--- config.mk ---
export PLATFORM = sky130hd
export DESIGN_NAME = branch_pc_unit
export DESIGN_NICKNAME = d
export VERILOG_FILES = /design/src/rtl/branch_pc_unit.sv
export SDC_FILE = /design/constraint.sdc
export NUM_CORES = 1
export LEC_CHECK = 0
export CAP_MARGIN = 25
export CORE_AREA = 2 2 151 153
export DETAILED_ROUTE_END_ITERATION = 12
export DIE_AREA = 0 0 153 155
export PLACE_DENSITY = 0.75
export SYNTH_ARGS = -nofsm -noshare
export SYNTH_HDL_FRONTEND = slang
export SYNTH_SLANG_ARGS = --single-unit
export TNS_END_PERCENT = 5
--- constraint.sdc ---
create_clock -name clk -period 3.06 [get_ports clk]
set_input_delay 0.459 -clock clk [delete_from_list [all_inputs] [get_ports clk]]
set_output_delay 0.459 -clock clk [all_outputs]
set_load 0.03 [all_outputs]
--- src/rtl/branch_pc_unit.sv ---
// Fetch-PC owner and ID-stage control-flow resolver for the 5-stage MIPS pipeline.
// Picks sequential/branch/jump/jr next PC, flushes IF once per redirect, keeps branch stats.
module branch_pc_unit #(
    parameter logic [31:0] RESET_PC = 32'h0000_3000,
    parameter int unsigned CNT_W    = 32
) (
    input  logic             clk,
    input  logic             rst_n,
    input  logic             i_stall,
    input  logic             i_br_valid,
    input  logic [2:0]       i_br_type,
    output logic [2:0]       o_cmp_sel,
    input  logic             i_cmp_out,
    input  logic [15:0]      i_br_offset,
    input  logic             i_jump,
    input  logic [25:0]      i_jump_index,
    input  logic             i_jr,
    input  logic [31:0]      i_jr_target,
    output logic [31:0]      o_pc_if,
    output logic [31:0]      o_pc_id,
    output logic             o_flush_if,
    output logic [CNT_W-1:0] o_br_count,
    output logic [CNT_W-1:0] o_taken_count
);

    typedef enum logic [1:0] {
        StRun,
        StStall,
        StFlush
    } state_e;

    localparam logic [CNT_W-1:0] CntMax = '1;
    localparam logic [CNT_W-1:0] CntOne = CNT_W'(1);

    state_e           r_state;
    logic [31:0]      r_pc_if;
    logic [31:0]      r_pc_id;
    logic             r_flush_if;
    logic [CNT_W-1:0] r_br_count;
    logic [CNT_W-1:0] r_taken_count;

    state_e           w_state_d;
    logic [31:0]      w_pc_if_d;
    logic [31:0]      w_pc_id_d;
    logic             w_flush_d;
    logic             w_br_inc;
    logic             w_taken_inc;
    logic [CNT_W-1:0] w_br_count_d;
    logic [CNT_W-1:0] w_taken_count_d;

    logic [31:0]      w_pc_if_plus4;
    logic [31:0]      w_pc_id_plus4;
    logic [31:0]      w_br_target;
    logic [31:0]      w_jump_target;
    logic [31:0]      w_target;
    logic             w_type_ok;
    logic             w_br_taken;
    logic             w_redirect;

    assign o_cmp_sel = i_br_type;

    assign w_pc_if_plus4 = r_pc_if + 32'd4;
    assign w_pc_id_plus4 = r_pc_id + 32'd4;
    assign w_br_target   = w_pc_id_plus4 + {{14{i_br_offset[15]}}, i_br_offset, 2'b00};
    assign w_jump_target = {w_pc_id_plus4[31:28], i_jump_index, 2'b00};

    // Encodings above le are undefined comparator selects and must never redirect.
    assign w_type_ok  = (i_br_type <= 3'd4);
    assign w_br_taken = i_br_valid & i_cmp_out & w_type_ok;
    assign w_redirect = ~i_stall & (i_jump | i_jr | w_br_taken);

    always_comb begin
        w_target = w_br_target;
        if (i_jr) begin
            w_target = i_jr_target;
        end else if (i_jump) begin
            w_target = w_jump_target;
        end
    end

    always_comb begin
        w_state_d   = r_state;
        w_pc_if_d   = r_pc_if;
        w_pc_id_d   = r_pc_id;
        w_flush_d   = r_flush_if;
        w_br_inc    = 1'b0;
        w_taken_inc = 1'b0;
        case (r_state)
            StRun: begin
                if (i_stall) begin
                    w_state_d = StStall;
                end else begin
                    w_br_inc  = i_br_valid;
                    w_pc_id_d = r_pc_if;
                    if (w_redirect) begin
                        w_taken_inc = 1'b1;
                        w_pc_if_d   = w_target;
                        w_flush_d   = 1'b1;
                        w_state_d   = StFlush;
                    end else begin
                        w_pc_if_d = w_pc_if_plus4;
                    end
                end
            end
            // Leaving STALL spends one cycle in RUN-entry so forwarded operands settle.
            StStall: begin
                if (!i_stall) begin
                    w_state_d = StRun;
                end
            end
            StFlush: begin
                if (!i_stall) begin
                    w_pc_if_d = w_pc_if_plus4;
                    w_pc_id_d = r_pc_if;
                    w_flush_d = 1'b0;
                    w_state_d = StRun;
                end
            end
            default: begin
                w_state_d = StRun;
            end
        endcase
    end

    always_comb begin
        w_br_count_d    = r_br_count;
        w_taken_count_d = r_taken_count;
        if (w_br_inc && (r_br_count != CntMax)) begin
            w_br_count_d = r_br_count + CntOne;
        end
        if (w_taken_inc && (r_taken_count != CntMax)) begin
            w_taken_count_d = r_taken_count + CntOne;
        end
    end

    always_ff @(posedge clk or negedge rst_n) begin
        if (!rst_n) begin
            r_state       <= StRun;
            r_pc_if       <= RESET_PC;
            r_pc_id       <= RESET_PC;
            r_flush_if    <= 1'b0;
            r_br_count    <= '0;
            r_taken_count <= '0;
        end else begin
            r_state       <= w_state_d;
            r_pc_if       <= w_pc_if_d;
            r_pc_id       <= w_pc_id_d;
            r_flush_if    <= w_flush_d;
            r_br_count    <= w_br_count_d;
            r_taken_count <= w_taken_count_d;
        end
    end

    assign o_pc_if       = r_pc_if;
    assign o_pc_id       = r_pc_id;
    assign o_flush_if    = r_flush_if;
    assign o_br_count    = r_br_count;
    assign o_taken_count = r_taken_count;

endmodule

==> results.toml <==
[synthesis]
synthCells = 1033
synth_area_sq_um = 8756
syn_nets = 1158
yosysWarnings = 0
synth_largest_area_cell = "dfrtp_1"
yosysTopAreaCellShare_pct = 36.30
syn_area_per_cell_sq_um = 8.476
synth_top_cells_by_area = "dfrtp_1 (36%), xnor2_1 (8.3%), nand2_1 (7.7%)"
synth_top_flop_cell = "dfrtp_1"
ys_types = 68
synth.most_common_cell = "nand2_1"
synth_common_cells = "nand2_1 (179), dfrtp_1 (127), xnor2_1 (83)"
async_flop_share_pct = 100.0
yosysSeqAreaShare_pct = 37.50
ys_ff_latch = 131
synth_edf_count = 0

[critical_path]
arrival_ns = 3.66
crit_fanout = 4
end_kind = "register"
crit_top_cell = "nand3_1"
criticalPathCategory = "register to register"
reg2reg_setup_slack_ns = -0.30
worstPathCellList = "and4_1, and3_4, nand3_1, xnor2_1, ha_1, buf_4, nand3_1, a21boi_0, a311oi_1, buf_4, a21oi_1, o41ai_4, a21oi_2, or3_1, nand3_1, a21oi_1"
worstReg2RegStart = "o_pc_id[6]"
reg2regPathDepth = 16
crit_family = "simple AND/OR/NAND/NOR gates"
cp.required_ns = 3.36
r2r-end = "o_pc_if[27]"
worst-path-buf-inv = 2
crit_slowest_cell = "dfrtp_2"
cpPeakStageDelay_ns = 0.38
cp-start-kind = "register"

[finish]
layout-area-overhead-vs-synth_pct = 49.83
layout-drive-gt1-share_pct = 18.59
antennaDiodeCount = 0
nNetsFinal = 1505
stdcell_area_sq_um = 13120

[cts]
path_clk_slew_ns = 0.06
clockRootBuffer = "clkbuf_16"
insertion_delay_ns = 0.43
numCtsBuffers = 17
h-tree-depth = 4
clockBufferDepth = 2
cts_tree = "yes"
clock-sinks = 131
hold_buffers = 0

[global_routing]
grt_pass1_wl_microns = 50340
grt_max_degree = 64
grt_usage_pct = 26.78
grt_overflow_total = 0
antenna_found_initial = 4
grt_pass1_vias = 9229

[floorplan]
die_height_microns = 155
die_w_microns = 153
core_area_sq_um = 22230
die_area_sq_um = 23720
initial_core_util_pct = 39.39
rows = 55
ioPinCount = 216

[power]
power_mw = 12.16
ir_drop_mv = 0.5356
powerDensity_nw_per_um2 = 926.8
leakage_nw = 5.696

[outcome]
violations = "negative setup slack"
status = "finished, violations left"

[flow_run]
maxCapViolations = 0

[drt]
drt_first_iter_violations = 616
viasPerCell = 5.602
routed-wl-met3_microns = 3223
dr_wl_met2_microns = 14690
dr_total_vias = 9400
drt-pass1-iter-count = 6
drt-met1-wl_microns = 13190
wl_microns = 32040
drcViolationCount = 0
ant_nets = 0
routedWlPerCell_microns = 19.10
maxUsedRoutingLayer = "met5"

[hold_path]
min_path_type = "input port to asynchronous set/reset pin"

[placed_design]
place_congestion = 0.9677
place_area_sq_um = 12330
dp_hpwl_microns = 24090
portBuffers = 215

[timing]
tns_ns = -1.756
final-setup-viol-count = 12
worst_slack_ns = -0.3045
drv_slew = 0
fmax_ghz = 0.2972
hold_ws_ns = 0.08434
fin_crit_ns = 3.364
min_period_over_period_pct = 110.0
slew_headroom_pct = 50.85
hold_viol_final = 0
rsz0062_at_grt = "true"
skew_ns = 0.02270
worstMarginPinSlew_ns = 0.7372
-- sequential cells by signal (all words and copies together) (netlist names) --
signal,flops
o_pc_if,32
o_br_count,32
o_flush_if,1
r_state,2
o_pc_id,32
o_taken_count,32
-- stage by stage --
stage	utilization, %	instances	worst slack [ns]
after CTS	58.63	1676	-0.2628
after detailed placement	55.47	1643	-0.4437
after global placement	55.47	1643	-0.3895
after global routing	59.02	1678	-0.4545
after floorplan	-	1033	-0.2342
final	59.02	1678	-0.3045
-- layer usage --
metal	track usage, %	vias up
met4	9.347	8
met1	34.30	4464
met5	0	-
met2	42.64	450
li1	-	4403
met3	8.886	75
-- power breakdown --
part,internal [mW],switching (mW)
Clock,1.30,0.852
Sequential,2.25,0.649
Combinational,3.17,3.94
Total,6.72,5.44
-- timing repair --
item	4_1_cts	5_1_grt
gates resized for setup	20	24
endpoints found under the setup margin	13	22
setup buffers	1	2
pin swaps	3	14
-- layout make-up --
| type | instances | area, sq um |
|---|---|---|
| timing repair buffer | 365 | 3296 |
| clock inverter | 13 | 171.4 |
| sequential | 131 | 3296 |
| inverter | 20 | 75.07 |
| fill | 1905 | 9109 |
| clock buffer | 19 | 432.9 |
| multi-input combinational | 845 | 5492 |
| tap | 285 | 356.6 |
-- worst max-delay path by stage --
stage / from / endpoint / slack [ns] / cells after the start
2_1_floorplan: o_pc_id[12] / o_pc_if[30] / -0.23 / 16
3_3_place_gp: i_br_offset[0] / o_pc_if[28] / -0.39 / 12
3_5_place_dp: i_br_offset[0] / o_pc_if[28] / -0.44 / 12
4_1_cts: o_pc_id[6] / o_pc_if[28] / -0.26 / 15
5_1_grt: o_pc_id[6] / o_pc_if[28] / -0.45 / 15
6_report: o_pc_id[6] / o_pc_if[27] / -0.30 / 16
-- cell usage in the layout, fill, tap and decap left out, drive strengths merged, types with 40 or more instances in the layout --
cell	n
clkdlybuf4s50	213
nand2	179
buf	152
dfrtp	127
nor2	84
xnor2	83
a21oi	68
nand3	56
o21ai	55
ha	40
-- logic make-up (layout without fill, tap and decap cells) --
kind of cell | Yosys count | in the layout | synth area share, %
and+or+nand+nor | 462 | 462 | 25.11
AOI/OAI and AO/OA | 221 | 221 | 16.50
DFF | 131 | 131 | 37.50
xor gates and xnor gates | 110 | 110 | 11.00
buffers and inverters | 57 | 417 | 2.629
adders and majority gates | 41 | 41 | 5.945
muxes | 11 | 11 | 1.315
Power figures use the tool's default switching activity.
